--- src/rtl/wb_slave_mem_pkg.sv ---
// wb_pkg: shared types and defaults for the Wishbone slave memory block.
//   DATA_WL / ADR_WL : default data and address bus widths
//   CNT_W / cnt_t    : wait-state counter width (wait states 0..15)
//   state_e          : one-hot controller states IDLE / WAIT / ACK
package wb_pkg;

  localparam int DATA_WL = 16;
  localparam int ADR_WL  = 16;
  localparam int CNT_W   = 4;

  typedef logic [CNT_W-1:0] cnt_t;

  typedef enum logic [2:0] {
    IDLE = 3'b001,
    WAIT = 3'b010,
    ACK  = 3'b100
  } state_e;

endpackage

--- src/rtl/wb_slave_mem_if.sv ---
// wb_slave_mem_if: Wishbone classic bus between the chip master and the slave memory.
//   wb_cyc_i, wb_stb_i, wb_we_i, wb_adr_i, wb_dat_i : master -> slave request
//   wb_dat_o, wb_ack_o                              : slave -> master response
//   wb_err_o                                        : range error, only when
//                                                     WB_SLV_RANGE_CHK_EN is defined
// Modports: master (drives requests), slave (drives responses).
interface wb_slave_mem_if import wb_pkg::*; #(
  parameter int data_wl = DATA_WL,
  parameter int adr_wl  = ADR_WL
);

  logic               wb_cyc_i;
  logic               wb_stb_i;
  logic               wb_we_i;
  logic [adr_wl-1:0]  wb_adr_i;
  logic [data_wl-1:0] wb_dat_i;
  logic [data_wl-1:0] wb_dat_o;
  logic               wb_ack_o;
`ifdef WB_SLV_RANGE_CHK_EN
  logic               wb_err_o;

  modport master (output wb_cyc_i, wb_stb_i, wb_we_i, wb_adr_i, wb_dat_i,
                  input  wb_dat_o, wb_ack_o, wb_err_o);
  modport slave  (input  wb_cyc_i, wb_stb_i, wb_we_i, wb_adr_i, wb_dat_i,
                  output wb_dat_o, wb_ack_o, wb_err_o);
`else
  modport master (output wb_cyc_i, wb_stb_i, wb_we_i, wb_adr_i, wb_dat_i,
                  input  wb_dat_o, wb_ack_o);
  modport slave  (input  wb_cyc_i, wb_stb_i, wb_we_i, wb_adr_i, wb_dat_i,
                  output wb_dat_o, wb_ack_o);
`endif

endinterface

--- src/rtl/wb_slave_mem_ram.sv ---
// wb_slv_ram: synchronous single-port RAM, 2**mem_aw words of data_wl bits.
//   clk   : rising-edge clock
//   we    : write wdata to mem[addr]
//   re    : capture mem[addr] into rdata; rdata holds otherwise
//   addr  : word address
//   wdata : write data
//   rdata : registered read data (not reset; contents undefined until written)
module wb_slv_ram #(
  parameter int data_wl = 16,
  parameter int mem_aw  = 8
) (
  input  logic               clk,
  input  logic               we,
  input  logic               re,
  input  logic [mem_aw-1:0]  addr,
  input  logic [data_wl-1:0] wdata,
  output logic [data_wl-1:0] rdata
);

  logic [data_wl-1:0] mem [2**mem_aw];
  logic [data_wl-1:0] rdata_q;

  // Plain RAM template with no reset so it maps onto block memory.
  always_ff @(posedge clk) begin
    if (we) mem[addr] <= wdata;
    if (re) rdata_q <= mem[addr];
  end

  assign rdata = rdata_q;

endmodule

--- src/rtl/wb_slave_mem.sv ---
// wb_slave_mem: Wishbone classic slave with on-chip RAM, programmable wait
// states, doorbell interrupt and per-transaction sync pulse.
//   clk        : rising-edge clock
//   a_reset_l  : asynchronous active-low reset
//   wb         : Wishbone slave modport (cyc/stb/we/adr/dat in, dat/ack out)
//   intr_h     : doorbell interrupt level, set by a write to doorbell_adr
//   intr_ack_h : clears intr_h (a simultaneous set wins)
//   sync_h     : one-cycle pulse together with wb_ack_o
// Optional macro WB_SLV_RANGE_CHK_EN: adds wb_err_o; accesses with nonzero
// upper address bits are acknowledged with an error and do not touch RAM.
module wb_slave_mem import wb_pkg::*; #(
  parameter int                data_wl      = DATA_WL,
  parameter int                adr_wl       = ADR_WL,
  parameter int                mem_aw       = 8,
  parameter int                wait_cycles  = 2,
  parameter logic [adr_wl-1:0] doorbell_adr = 'h00FF
) (
  input  logic          clk,
  input  logic          a_reset_l,
  wb_slave_mem_if.slave wb,
  output logic          intr_h,
  input  logic          intr_ack_h,
  output logic          sync_h
);

  state_e             state_q, state_d;
  cnt_t               cnt_q, cnt_d;
  logic               we_q, we_d;
  logic [adr_wl-1:0]  adr_q, adr_d;
  logic [data_wl-1:0] dat_q, dat_d;
  logic               ack_q, ack_d;
  logic               sync_q, sync_d;
  logic               intr_q, intr_d;
  logic               dat_sel_q, dat_sel_d;
  logic               err_q, err_d;
  logic               in_range;
  logic               ram_we, ram_re;
  logic               db_set;
  logic [data_wl-1:0] ram_rdata;

`ifdef WB_SLV_RANGE_CHK_EN
  assign in_range = (adr_q[adr_wl-1:mem_aw] == '0);
`else
  assign in_range = 1'b1;
`endif

  wb_slv_ram #(.data_wl(data_wl), .mem_aw(mem_aw)) u_ram (
    .clk   (clk),
    .we    (ram_we),
    .re    (ram_re),
    .addr  (adr_q[mem_aw-1:0]),
    .wdata (dat_q),
    .rdata (ram_rdata)
  );

  // Controller: latch the request in IDLE, count wait states, and on the
  // WAIT->ACK edge commit the RAM access and raise ack/sync for one cycle.
  always_comb begin
    state_d   = state_q;
    cnt_d     = cnt_q;
    we_d      = we_q;
    adr_d     = adr_q;
    dat_d     = dat_q;
    dat_sel_d = dat_sel_q;
    ack_d     = 1'b0;
    sync_d    = 1'b0;
    err_d     = 1'b0;
    ram_we    = 1'b0;
    ram_re    = 1'b0;
    db_set    = 1'b0;
    unique case (state_q)
      IDLE: begin
        if (wb.wb_cyc_i && wb.wb_stb_i) begin
          we_d    = wb.wb_we_i;
          adr_d   = wb.wb_adr_i;
          dat_d   = wb.wb_dat_i;
          cnt_d   = cnt_t'(wait_cycles);
          state_d = WAIT;
        end
      end
      WAIT: begin
        if (cnt_q == '0) begin
          state_d = ACK;
          ack_d   = 1'b1;
          sync_d  = 1'b1;
          err_d   = ~in_range;
          if (we_q) begin
            ram_we = in_range;
            db_set = in_range && (adr_q == doorbell_adr);
          end else begin
            ram_re    = in_range;
            // Out-of-range reads present zero instead of RAM data.
            dat_sel_d = in_range;
          end
        end else begin
          cnt_d = cnt_q - cnt_t'(1);
        end
      end
      ACK:     state_d = IDLE;
      default: state_d = IDLE;
    endcase
  end

  // Doorbell level: a set on the same edge as a clear takes priority.
  always_comb begin
    intr_d = intr_q;
    if (db_set)          intr_d = 1'b1;
    else if (intr_ack_h) intr_d = 1'b0;
  end

  always_ff @(posedge clk or negedge a_reset_l) begin
    if (!a_reset_l) begin
      state_q   <= IDLE;
      cnt_q     <= '0;
      we_q      <= 1'b0;
      adr_q     <= '0;
      dat_q     <= '0;
      ack_q     <= 1'b0;
      sync_q    <= 1'b0;
      intr_q    <= 1'b0;
      dat_sel_q <= 1'b0;
      err_q     <= 1'b0;
    end else begin
      state_q   <= state_d;
      cnt_q     <= cnt_d;
      we_q      <= we_d;
      adr_q     <= adr_d;
      dat_q     <= dat_d;
      ack_q     <= ack_d;
      sync_q    <= sync_d;
      intr_q    <= intr_d;
      dat_sel_q <= dat_sel_d;
      err_q     <= err_d;
    end
  end

  // The RAM read register holds across writes; dat_sel_q masks it to zero
  // after reset and after an out-of-range read.
  assign wb.wb_dat_o = dat_sel_q ? ram_rdata : '0;
  assign wb.wb_ack_o = ack_q;
  assign sync_h      = sync_q;
  assign intr_h      = intr_q;
`ifdef WB_SLV_RANGE_CHK_EN
  assign wb.wb_err_o = err_q;
`else
  logic unused_err;
  assign unused_err = err_q;
`endif

endmodule

--- src/flat_wrapper.sv ---
// flat-port wrapper written by rule: the top's interface ports become plain ports
module wb_slave_mem_flat import wb_pkg::*;
#(
  parameter int                data_wl      = DATA_WL,
  parameter int                adr_wl       = ADR_WL,
  parameter int                mem_aw       = 8,
  parameter int                wait_cycles  = 2,
  parameter logic [adr_wl-1:0] doorbell_adr = 'h00FF
)
  (clk, a_reset_l, intr_h, intr_ack_h, sync_h, wb_wb_cyc_i, wb_wb_stb_i, wb_wb_we_i, wb_wb_adr_i, wb_wb_dat_i, wb_wb_dat_o, wb_wb_ack_o);
  wb_slave_mem_if #(.data_wl(data_wl), .adr_wl(adr_wl)) wb_i ();
  input  logic clk;
  input  logic a_reset_l;
  output logic intr_h;
  input  logic intr_ack_h;
  output logic sync_h;
  input wire logic [$bits(wb_i.wb_cyc_i)-1:0] wb_wb_cyc_i;
  input wire logic [$bits(wb_i.wb_stb_i)-1:0] wb_wb_stb_i;
  input wire logic [$bits(wb_i.wb_we_i)-1:0] wb_wb_we_i;
  input wire logic [$bits(wb_i.wb_adr_i)-1:0] wb_wb_adr_i;
  input wire logic [$bits(wb_i.wb_dat_i)-1:0] wb_wb_dat_i;
  output wire logic [$bits(wb_i.wb_dat_o)-1:0] wb_wb_dat_o;
  output wire logic [$bits(wb_i.wb_ack_o)-1:0] wb_wb_ack_o;
  assign wb_i.wb_cyc_i = wb_wb_cyc_i;
  assign wb_i.wb_stb_i = wb_wb_stb_i;
  assign wb_i.wb_we_i = wb_wb_we_i;
  assign wb_i.wb_adr_i = wb_wb_adr_i;
  assign wb_i.wb_dat_i = wb_wb_dat_i;
  assign wb_wb_dat_o = wb_i.wb_dat_o;
  assign wb_wb_ack_o = wb_i.wb_ack_o;
  wb_slave_mem #(.data_wl(data_wl), .adr_wl(adr_wl), .mem_aw(mem_aw), .wait_cycles(wait_cycles), .doorbell_adr(doorbell_adr)) u_core (.clk(clk), .a_reset_l(a_reset_l), .wb(wb_i), .intr_h(intr_h), .intr_ack_h(intr_ack_h), .sync_h(sync_h));
endmodule
--- config.mk ---
export PLATFORM = sky130hd
export DESIGN_NAME = wb_slave_mem_flat
export DESIGN_NICKNAME = d
export VERILOG_FILES = /design/src/rtl/wb_slave_mem_pkg.sv /design/src/rtl/wb_slave_mem_if.sv /design/src/rtl/wb_slave_mem_ram.sv /design/src/rtl/wb_slave_mem.sv /design/src/flat_wrapper.sv
export SDC_FILE = /design/constraint.sdc
export NUM_CORES = 2
export LEC_CHECK = 0
export CAP_MARGIN = 40
export CORE_MARGIN = 2
export CORE_UTILIZATION = 57
export DETAILED_ROUTE_END_ITERATION = 10
export PLACE_DENSITY = 0.73
export SETUP_SLACK_MARGIN = 0.3
export SLEW_MARGIN = 0
export SYNTH_ARGS = -nofsm -noshare
export SYNTH_HDL_FRONTEND = slang
export SYNTH_HIERARCHICAL = 1
export SYNTH_SLANG_ARGS = --single-unit
--- constraint.sdc ---
create_clock -name clk -period 4 [get_ports clk]
set_input_delay 0.6 -clock clk [delete_from_list [all_inputs] [get_ports clk]]
set_output_delay 0.6 -clock clk [all_outputs]
set_load 0.03 [all_outputs]
==> summary.md <==
| Metric | Value |
|---|---|
| Run status | completed |
| Sequential cell area | 0.1246 sq mm |
| Fmax achieved | 268.0 MHz |
| Critical-path cell list | buf_12 > buf_12 > buf_4 > mux4_2 > a22oi_1 > a21oi_1 > o41ai_2 > buf_2 > nand4_1 |
| Initial antenna violation count | 15 |
| CTS max path bufs | 4 |
| CP delay by family, top | compound AO/OA/AOI/OAI gates |
| Count leader, synth | edfxtp_1 |
| Crit. End Element | register |
| CORE AREA | 0.2741 sq mm |
| IO buf count | 56 |
| Syn_area_per_cell | 22.95 sq um |
| Top cell type's share of synthesized area | 78.43% |
| VDD IR-drop max | 712.4 uV |
| Critical path type | reg -> reg |
| Layout area overhead | 14.51% |
| Worst Path Buf+Inv | 4 |
| Seq/Total Area, Yosys | 79.11% |
| ANT nets after route | 0 |
| Number of post-CTS setup repair buffers | 0 |
| Slew HR | 30.07% |
| # rows | 192 |
| GP Congestion | 0.8656 |
| Share of the clock period used by the worst path | 93.28% |
| Sw frac | 27.64% |
| Clock Skew | 0.07797 ns |
| Initial drt markers | 12,490 |
| Max-slew violations | 0 |
| Final HPWL DP | 239.5 mm |
| Final setup violation count | 0 |
| Ys Warns | 6 |
| Crit-path slowest cell | dfrtp_4 |
| CTS tree | built |
| Combinational fraction of design power | 20.0% |
| Worst Tran Pin Value | 1.049 ns |
| Clock Latency Late Sink | 0.95 ns |
| Post-synth top area cell | edfxtp_1 |
| # fillers | 16,770 |
| Min-Delay Path Class | in -> reg |
| Layout cells sized above 1 | 30.19% |
| PnR worst setup slack | 0.2690 ns |
| Net switching power | 30.95 mW |
| CP required | 4.65 ns |
| CTS H-Tree Depth | 5 |
| Synth top area cells | edfxtp_1, mux4_2, a22oi_1 |
| Post-Layout Cell Count | 11,570 |
| FFs w/ async S/R, synth | 1.035% |
| RSZ-0062 raised after global routing | true |
| Min Clock Period, post-route | 3.731 ns |
| PD cells | 621.1 mW/mm^2 |
| EDFF count, synth | 4,112 |
| Gate Count Post-Synth | 6,859 |
| Final Hold Vio Count | 0 |
| CTS Buf Count | 400 |
| Pin count of the biggest net entering global routing | 145 |
| Crit Path Max Fanout | 31 |
| WP depth | 9 |
| Critical path's largest stage delay | 0.71 ns |
| Yosys cell types | 41 |
| DIE HEIGHT | 529.6 um |
| Multi-input gate area | 0.03135 sq mm |
| Pre-CTS setup slack | 0.1278 ns |
| Worst EP arrival | 4.39 ns |
| Via count | 79,040 |
| Clk slew on worst S/H paths | 0.06 ns |
| Synth cell count leaders | edfxtp_1, mux4_2, a22oi_1, a21oi_1, clkbuf_1 |
| Int Power | 81.02 mW |
| Main flop type after synthesis | edfxtp_1 |
| Crit-path most repeated cell | buf_12 |
| Max_cap viols | 0 |
| CTS Sinks | 4,155 |
| Reg2Reg Depth | 9 |
| DR WL/cell | 35.29 um |
| Vias/cell | 6.833 |
| Mapped Area | 0.1574 sq mm |
| I/O pins | 57 |
| Drt drc | 0 |
| TNS Setup | 0 ns |
| Hold Path Depth | 2 |
| Worst setup SP type | register |
| DRT Wirelength | 408.2 mm |
| Net Count, Synth | 6,898 |
| Tot Pwr | 112.0 mW |
| Die Width | 529.6 um |
| DIE AREA | 0.2804 sq mm |
| Leak | 56.30 nW |
| Clock power share | 33.2% |
| GRT overflow | 0 |
| Post-Place Cells | 10,840 |
| Synth Register Bits | 4,155 |
| Initial Utilization | 57.44% |
| Number of global-route vias before repair | 78,690 |
| Total GRT Usage | 29.24% |
| Nets@finish | 7,599 |
| Pre-antenna DRT Iters | 6 |
| Share of power burned in registers | 46.8% |
| First-pass GRT wire length | 581.9 mm |
| Clock root cell | clkbuf_16 |
## kinds of logic after synthesis
logic type,Yosys count,share of synthesized area [%]
adder cells (fa/ha/maj),1,0.007946
AO/OA/AOI/OAI,835,3.626
buffers and inverters,429,1.256
flip-flops,4155,79.11
AND/OR/NAND/NOR,380,1.067
multiplexers,1059,14.93
## sequential cells by signal (all words and copies together), names as in the netlist
register	flops
u_core/u_ram/rdata	16
u_core/intr_h	1
u_core/cnt_q	4
u_core/adr_q	16
u_core/u_ram/mem	4096
u_core/dat_sel_q	1
u_core/dat_q	16
u_core/state_q	3
u_core/we_q	1
u_core/sync_h	1
## layer usage
layer  up-vias  global-route usage, %  share of wire [%]
met5         -                      0              0.026
met4        16                  12.26                4.8
met3       849                  6.131                 12
met2      5783                  45.66                 48
met1     41530                  40.77                 35
li1      30860                      -                  -
## per-stage QoR
stage / hold slack, ns / cell area, sq um / util, %
final: 0.3054 / 180300 / 65.78
after floorplan: 0.3044 / 157500 / -
after detailed placement: 0.5097 / 167300 / 61.03
after global placement: 0.4926 / 167000 / 60.93
after global routing: 0.2714 / 180300 / 65.77
after CTS: 0.2568 / 180200 / 65.75
## worst paths after layout
check / from / to / slack (ns)
setup / recovery: u_core/adr_q[1]$_DFFE_PN0P_ / u_core/u_ram/rdata[3]$_DFFE_PP_ / 0.27
hold / removal: wb_wb_dat_i[0] / u_core/dat_q[0]$_DFFE_PN0P_ / 0.31
setup reg to reg: u_core/adr_q[1]$_DFFE_PN0P_ / u_core/u_ram/rdata[3]$_DFFE_PP_ / 0.27
hold reg to reg: u_core/adr_q[15]$_DFFE_PN0P_ / u_core/adr_q[15]$_DFFE_PN0P_ / 0.52
max in group asynchronous: a_reset_l / u_core/adr_q[0]$_DFFE_PN0P_ / 3.11
min in group asynchronous: a_reset_l / u_core/dat_q[4]$_DFFE_PN0P_ / 0.35
## repair_timing
action	CTS	global route
gates resized for setup	11	5
hold buffers	1	0
endpoints found under the hold margin	42	0
endpoints found under the setup margin	10	5
## area by class of cell
type                    count  share of cell area, %
clock buffers             499                  5.921
clock inverters           221                  1.214
diodes                      4               0.005552
repair buffers            725                  3.786
multi-input cells        2275                  17.39
well taps                3686                  2.558
inverters                   3               0.006246
flip-flops and latches   4155                  69.12
## placed cells by master, fill, tap and decap left out, drive strengths merged, types with 13 or more instances in the layout
master	synthesis	routed
nor3	31	31
o41ai	64	64
and2	20	20
mux2	33	33
mux4	1024	1024
inv	3	13
nor2	237	237
a22oi	512	512
dfrtp	42	42
bufinv	0	35
nand4	18	18
nand3	14	14
nand2	33	33
clkinv	0	168
a21oi	256	256
buf	176	663
clkdlybuf4s50	0	55
edfxtp	4112	4112
clkbuf	250	502
## worst register-to-register path, stage by stage, from the launching register on
cell and delay (ns):
dfrtp_4 0.71, buf_12 0.26, buf_12 0.25, buf_4 0.25, mux4_2 0.32, a22oi_1 0.39, a21oi_1 0.38, o41ai_2 0.53
buf_2 0.28, nand4_1 0.12
## power by group through the flow
stage | Sequential, mW | Combinational [mW] | Clock (mW)
floorplan | 54.5 | 11.4 | 0
global placement | 53.5 | 21.4 | 0
detailed placement | 53.3 | 22.1 | 0
CTS | 52.3 | 22.4 | 37.5
global route | 52.4 | 23.3 | 39.1
finish | 52.4 | 22.4 | 37.2
(Power assumes the default switching activity.)
